[config.mk]
export PLATFORM = sky130hd
export DESIGN_NAME = sr_cmd_arbiter
export DESIGN_NICKNAME = d
export VERILOG_FILES = /design/src/rtl/sr_cmd_arbiter.sv
export SDC_FILE = /design/constraint.sdc
export NUM_CORES = 1
export LEC_CHECK = 0
export BUFFER_PORTS_ARGS = -buffer_cell sky130_fd_sc_hd__buf_4
export CORE_ASPECT_RATIO = 0.8
export CORE_MARGIN = 2
export CORE_UTILIZATION = 35
export CTS_BUF_LIST = sky130_fd_sc_hd__clkbuf_16
export DETAILED_ROUTE_END_ITERATION = 12
export GPL_ROUTABILITY_DRIVEN = 0
export SLEW_MARGIN = 5
export SYNTH_ARGS = -nofsm -noshare
export SYNTH_HDL_FRONTEND = slang
export SYNTH_SLANG_ARGS = --single-unit
[constraint.sdc]
create_clock -name clk -period 2.23 [get_ports clk]
set_clock_uncertainty 0.1 [all_clocks]
set_input_delay 0.1115 -clock clk [delete_from_list [all_inputs] [get_ports clk]]
set_output_delay 0.1115 -clock clk [all_outputs]
set_load 0.005 [all_outputs]
[src/rtl/sr_cmd_arbiter.sv]
// Two-requester round-robin arbiter that pulses the S or R input of one SR latch
// cell, waits a settle cycle, then checks the latch readback and counts mismatches.
module sr_cmd_arbiter #(
    parameter int  N_BITS       = 4,
    parameter int  PULSE_CYCLES = 2,
    localparam int IW           = (N_BITS > 1) ? $clog2(N_BITS) : 1
) (
    input  logic              clk,
    input  logic              rst,
    input  logic              req_a,
    input  logic              cmd_a,
    input  logic [IW-1:0]     idx_a,
    input  logic              req_b,
    input  logic              cmd_b,
    input  logic [IW-1:0]     idx_b,
    output logic              gnt_a,
    output logic              gnt_b,
    output logic [N_BITS-1:0] S,
    output logic [N_BITS-1:0] R,
    input  logic [N_BITS-1:0] Q_fb,
    output logic              busy,
    output logic              done,
    output logic              err,
    output logic [7:0]        fail_cnt
);

    typedef enum logic [1:0] {IDLE, DRIVE, SETTLE, CHECK} state_t;

    state_t            r_state, w_state_next;
    logic [3:0]        r_cnt, w_cnt_next;
    logic              r_cmd, w_cmd_next;
    logic [IW-1:0]     r_idx, w_idx_next;
    logic              r_last_b, w_last_b_next;
    logic              r_gnt_a, w_gnt_a_next;
    logic              r_gnt_b, w_gnt_b_next;
    logic [N_BITS-1:0] r_s, w_s_next;
    logic [N_BITS-1:0] r_r, w_r_next;
    logic              r_busy, w_busy_next;
    logic              r_done, w_done_next;
    logic              r_err, w_err_next;
    logic [7:0]        r_fail_cnt, w_fail_cnt_next;

    logic              w_any_req;
    logic              w_pick_b;
    logic              w_sel_cmd;
    logic [IW-1:0]     w_sel_idx;
    logic [N_BITS-1:0] w_sel_dec;

    // B wins only when A is absent or when A took the previous grant.
    assign w_any_req = req_a | req_b;
    assign w_pick_b  = req_b & (~req_a | ~r_last_b);
    assign w_sel_cmd = w_pick_b ? cmd_b : cmd_a;
    assign w_sel_idx = w_pick_b ? idx_b : idx_a;

    generate
        for (genvar gi = 0; gi < N_BITS; gi++) begin : g_dec
            assign w_sel_dec[gi] = (w_sel_idx == IW'(gi));
        end
    endgenerate

    always_comb begin
        w_state_next    = r_state;
        w_cnt_next      = r_cnt;
        w_cmd_next      = r_cmd;
        w_idx_next      = r_idx;
        w_last_b_next   = r_last_b;
        w_gnt_a_next    = 1'b0;
        w_gnt_b_next    = 1'b0;
        w_s_next        = r_s;
        w_r_next        = r_r;
        w_done_next     = 1'b0;
        w_err_next      = 1'b0;
        w_fail_cnt_next = r_fail_cnt;

        case (r_state)
            IDLE: begin
                if (w_any_req) begin
                    w_state_next  = DRIVE;
                    w_gnt_a_next  = ~w_pick_b;
                    w_gnt_b_next  = w_pick_b;
                    w_last_b_next = w_pick_b;
                    w_cmd_next    = w_sel_cmd;
                    w_idx_next    = w_sel_idx;
                    w_cnt_next    = 4'(PULSE_CYCLES - 1);
                    w_s_next      = w_sel_cmd ? w_sel_dec : '0;
                    w_r_next      = w_sel_cmd ? '0 : w_sel_dec;
                end
            end
            DRIVE: begin
                if (r_cnt == 4'd0) begin
                    w_state_next = SETTLE;
                    w_s_next     = '0;
                    w_r_next     = '0;
                end else begin
                    w_cnt_next = r_cnt - 4'd1;
                end
            end
            SETTLE: begin
                w_state_next = CHECK;
            end
            CHECK: begin
                w_state_next = IDLE;
                w_done_next  = 1'b1;
                w_err_next   = (Q_fb[r_idx] != r_cmd);
                if (w_err_next && (r_fail_cnt != 8'hFF)) begin
                    w_fail_cnt_next = r_fail_cnt + 8'd1;
                end
            end
            default: begin
                w_state_next = IDLE;
                w_s_next     = '0;
                w_r_next     = '0;
            end
        endcase

        w_busy_next = (w_state_next != IDLE);
    end

    always_ff @(posedge clk) begin
        if (rst) begin
            r_state    <= IDLE;
            r_cnt      <= 4'd0;
            r_cmd      <= 1'b0;
            r_idx      <= '0;
            r_last_b   <= 1'b1;
            r_gnt_a    <= 1'b0;
            r_gnt_b    <= 1'b0;
            r_s        <= '0;
            r_r        <= '0;
            r_busy     <= 1'b0;
            r_done     <= 1'b0;
            r_err      <= 1'b0;
            r_fail_cnt <= 8'd0;
        end else begin
            r_state    <= w_state_next;
            r_cnt      <= w_cnt_next;
            r_cmd      <= w_cmd_next;
            r_idx      <= w_idx_next;
            r_last_b   <= w_last_b_next;
            r_gnt_a    <= w_gnt_a_next;
            r_gnt_b    <= w_gnt_b_next;
            r_s        <= w_s_next;
            r_r        <= w_r_next;
            r_busy     <= w_busy_next;
            r_done     <= w_done_next;
            r_err      <= w_err_next;
            r_fail_cnt <= w_fail_cnt_next;
        end
    end

    assign gnt_a    = r_gnt_a;
    assign gnt_b    = r_gnt_b;
    assign S        = r_s;
    assign R        = r_r;
    assign busy     = r_busy;
    assign done     = r_done;
    assign err      = r_err;
    assign fail_cnt = r_fail_cnt;

endmodule
======== Word level (Yosys, flattened, before mapping) ========
Index checks and enable logic that the tools add are counted.
cells by class
  eq/ne operators ......................... 11
  bitwise gates (word level) .............. 9
  $add $sub $neg .......................... 2
  reductions and logical operators ........ 12
  muxes and demuxes ....................... 18
  $lt $le $gt $ge ......................... 1
operators with widths
  cell                 count
  $mux 4               7
  $pmux 4 s2           3
  $add 8x1->8 const B  1
  $eq 2x2->1 const B   4
  $ne 8x8->1 const B   1
  $pmux 2 s4           1
  $mux 2               3
  $ne 2x2->1 const B   3
  $not 1->1            6
  $reduce_and 3->1     2
  $eq 2x1->1 const B   2
  $logic_not 2->1      2
  $logic_not 4->1      1
  $reduce_and 2->1     2
  $reduce_bool 2->1    2
  $sub 4x1->4 const B  1
  $lt 2x3->1 const B   1
  $mux 1               3
  $reduce_or 3->1      1
  $bmux 1 s2           1
  $or 1x1->1           2
  $reduce_or 2->1      1
  $and 1x1->1          1
  $logic_and 1x1->1    1
  $ne 1x1->1           1
word-level totals
  bits of input ports ..................... 14
  word-level logic and storage cells ...... 66
  output and inout bits ................... 21
  flip-flop bits (word level) ............. 31

======== Depth between registers and ports, before layout ========
  depth in word-level cells ............... 8
  gate-level depth with buffers ........... 7
  depth with buffers taken out ............ 7

======== Worst setup path before layout ========
Ideal clock, no wire load.
  path kind ............................... reg-to-reg
  start ................................... reg r_idx[0]
  end ..................................... reg r_fail_cnt[5], in the netlist fail_cnt[5]
  setup time .............................. 116 ps
  path slack .............................. 308 ps
  data arrival time ....................... 1,706 ps
  cell stages (with the launch flop) ...... 6
  buffers on the path ..................... 0
  required time ........................... 2,014 ps
  clock period less this slack ............ 1,922 ps
  path through ............................ dfxtp_1 mux4_2 xnor2_4 nor4_4 a311oi_1 a41o_1
between the ends
  word-level cells in the longest chain between the ends .. 5
RTL lines
  item                          line  text
  start, declared               32    logic [IW-1:0] r_idx, w_idx_next;
  start signal, assigned        138   r_idx <= w_idx_next;
  $bmux 1 s2                    104   w_err_next = (Q_fb[r_idx] != r_cmd);
  $mux 1 (not written as such)  104
  $ne 1x1->1                    104
  $logic_and 1x1->1             105   if (w_err_next && (r_fail_cnt != 8'hFF)) begin
  $reduce_and 2->1 (no line)    -
  end signal, assigned          147   r_fail_cnt <= w_fail_cnt_next;
  end, declared                 41    logic [7:0] r_fail_cnt, w_fail_cnt_next;
Every way passes these cells. The select of a mux whose other input is x is not followed.
A chain may end at the register's enable or synchronous reset.

======== Worst setup path after layout ========
Ends and elaborated chain as after synthesis.

==> impl_metrics.py <==
metrics = {
    "worst_setup_path": {
        "worst-path-max-fanout": 6,
        "arrival_ns": 2.07,
        "path_class": "flip-flop to flip-flop",
        "worstRegToRegCells": 5,
        "reg2reg_from": "r_idx[0]$_SDFFE_PP0N_",
        "ff2ff_setup_slack_ns": 0.22,
        "path_cells": "mux4_2 -> xnor2_4 -> nor4_4 -> a311oi_1 -> a41o_1",
        "cp_slowest_stage_delay_ns": 0.57,
        "worst_setup_path_start_kind": "flip-flop",
        "crit_buf_inv": 0,
        "cp_top_family": "multiplexers",
        "cp.required_ns": 2.29,
        "r2r_end": "fail_cnt[5]$_SDFFE_PP0P_",
        "slowest_stage": "mux4_2",
        "end_kind": "flip-flop",
    },
    "sta": {
        "worst_pin_slew_ns": 0.640,
        "setup-tns-final_ns": 0,
        "finalHoldViolCount": 0,
        "min_period_ns": 2.01,
        "rsz0062_at_grt": "false",
        "setup_viol_count_final": 0,
        "final_max_slew_viol_count": 0,
        "finalCritPeriodShare": 0.901,
        "max_freq_mhz": 498,
        "hold_slack_ns": 0.102,
        "relSlewSlack": 0.574,
    },
    "floorplan": {
        "pin_count": 35,
        "initial_core_util": 0.357,
        "die_w_um": 73.0,
        "core_um2": 3730,
        "num_rows": 20,
        "die_h_um": 59.2,
        "fp.dieArea_um2": 4320,
    },
    "route": {
        "vias": 1113,
        "detail_route.vias_per_cell": 4.97,
        "postRouteAntennaNets": 0,
        "drtIter0Drc": 47,
        "drc": 0,
        "drt-total-wl_mm": 2.88,
        "avgRoutedWirePerCell_um": 12.8,
        "drt-pass1-iter-count": 4,
    },
    "global_routing": {
        "grt_pass1_vias": 1106,
        "grt_first_pass_wirelength_mm": 4.89,
        "grt.overflow.total": 0,
        "antenna_found_initial": 0,
        "grt_start_max_net_pins": 34,
        "grt_use_total": 0.152,
    },
    "finish": {
        "n_fill_cell": 364,
        "layout_commonest_cell": "buf_4",
        "antennaDiodeCount": 0,
        "area_growth_pct": 32.4,
        "nets": 197,
        "final_cell_mix": "35 x buf_4, 31 x dfxtp_1, 31 x nor2_1",
        "drive_above_1_share": 0.256,
    },
    "synth": {
        "syn_nets": 159,
        "yosysSeqAreaShare": 0.466,
        "synth_seq_cells": 31,
        "netlist_area_um2": 1330,
        "synth_cell_types": 33,
        "ys_warn_count": 0,
        "ys.flop_type": "dfxtp_1",
        "synthCells": 143,
        "synth_edf_count": 0,
        "async_flop_share": 0,
        "syn_area_per_cell_um2": 9.31,
    },
    "cts": {
        "clk_pin_slew_ns": 0.05,
        "post_cts_buffers": 0,
        "root_buffer": "clkbuf_16",
        "cts_tree": "yes",
        "cts_buffers": 5,
        "ctsResizeCount": 0,
        "clockBufferDepth": 2,
        "htree_levels": 2,
        "cts_sinks": 31,
        "clkLatencyLatePin_ns": 0.27,
        "hold_buffers": 0,
    },
    "min_path": {
        "min_to": "r_state[0]$_SDFF_PP0_",
        "hold_depth": 5,
        "hold_path_class": "primary input to flip-flop",
        "hold_start": "req_b",
    },
    "outcome": {
        "status": "completed",
    },
    "power": {
        "p_leak_nw": 0.712,
        "peakVddDrop_v": 0.000330,
        "power.density_nw_per_um2": 837,
    },
    "place": {
        "port_buffers": 34,
        "dp_hpwl_mm": 2.05,
    },
    "job": {
        "cap_viol_max_count": 0,
    },
}
## report_power, final
| part | leakage, nW | internal (mW) | switching, mW |
|---|---|---|---|
| sequential | 0.253 | 0.593 | 0.0285 |
| clock | 0.0669 | 0.395 | 0.213 |
| combinational | 0.392 | 0.113 | 0.133 |
## worst max path at each step
stage | cells after the start | startpoint | end | slack [ns]
global placement | 5 | r_idx[0]$_SDFFE_PP0N_ | fail_cnt[5]$_SDFFE_PP0P_ | 0.26
detailed placement | 5 | r_idx[0]$_SDFFE_PP0N_ | fail_cnt[5]$_SDFFE_PP0P_ | 0.23
global route | 5 | r_idx[0]$_SDFFE_PP0N_ | fail_cnt[5]$_SDFFE_PP0P_ | 0.12
finish | 5 | r_idx[0]$_SDFFE_PP0N_ | fail_cnt[5]$_SDFFE_PP0P_ | 0.22
floorplan | 5 | r_idx[0]$_SDFFE_PP0N_ | fail_cnt[5]$_SDFFE_PP0P_ | 0.31
CTS | 5 | r_idx[0]$_SDFFE_PP0N_ | fail_cnt[5]$_SDFFE_PP0P_ | 0.22
## cell type report
| class | count | area (um2) | area share |
|---|---|---|---|
| Multi-Input combinational cell | 105 | 684 | 0.388 |
| Timing Repair Buffer | 35 | 263 | 0.149 |
| Clock buffer | 5 | 125 | 0.0710 |
| Tap cell | 44 | 55.1 | 0.0312 |
| Clock inverter | 1 | 3.75 | 0.00213 |
| Inverter | 3 | 11.3 | 0.00639 |
| Sequential cell | 31 | 621 | 0.352 |
## Yosys cell counts, types with 2 or more instances
library cell | count | share of area
clkbuf_1 | 4 | 0.011
nor2_1 | 31 | 0.087
mux2i_1 | 4 | 0.030
nor3b_1 | 2 | 0.011
a21oi_1 | 3 | 0.011
xnor2_1 | 5 | 0.033
and2_1 | 2 | 0.0094
nor4_1 | 2 | 0.0094
a22oi_1 | 8 | 0.045
nand2b_1 | 2 | 0.0094
inv_1 | 3 | 0.0085
nor2b_1 | 5 | 0.023
ha_1 | 2 | 0.019
a211oi_1 | 3 | 0.017
nor3_1 | 10 | 0.038
dfxtp_1 | 31 | 0.47
nand3_1 | 4 | 0.015
nand2_1 | 6 | 0.017
a31oi_1 | 2 | 0.0094
## metal layers
metal / global-route usage / part of all wire
met2: 0.251 / 0.46
met4: 0.0635 / 0.0063
met1: 0.183 / 0.48
met5: 0 / 0
met3: 0.0527 / 0.048
## stage by stage
stage	worst slack [ns]	utilization	area (um2)	power, mW	instances
2_1_floorplan	0.308	-	1330	0.797	143
3_3_place_gp	0.265	0.438	1630	0.871	218
3_5_place_dp	0.227	0.438	1630	0.879	218
4_1_cts	0.216	0.473	1760	1.49	224
5_1_grt	0.119	0.473	1760	1.55	224
6_report	0.221	0.473	1760	1.47	224
## cells by family (layout without fill, tap and decap cells)
logic type,Yosys count,in the layout,share of synthesized area
AND/OR/NAND/NOR,70,70,0.271
flip-flops,31,31,0.466
AO/OA/AOI/OAI,20,20,0.109
XOR/XNOR,7,7,0.0602
buffers and inverters,7,44,0.0197
multiplexers,6,6,0.0555
adder cells (fa/ha/maj),2,2,0.0188
## tightest hold or removal path, delay by kind of cell
kind / cells / cell delay (ns)
AND/OR/NAND/NOR: 4 / 0.23
buffers and inverters: 1 / 0.09
## registers in the layout, summed over array words and instances, names as in the netlist
signal    cells
gnt_a         1
done          1
busy          1
R             4
gnt_b         1
S             4
fail_cnt      8
r_last_b      1
r_cmd         1
r_state       2
r_idx         2
r_cnt         4
err           1
(Power assumes the default switching activity.)
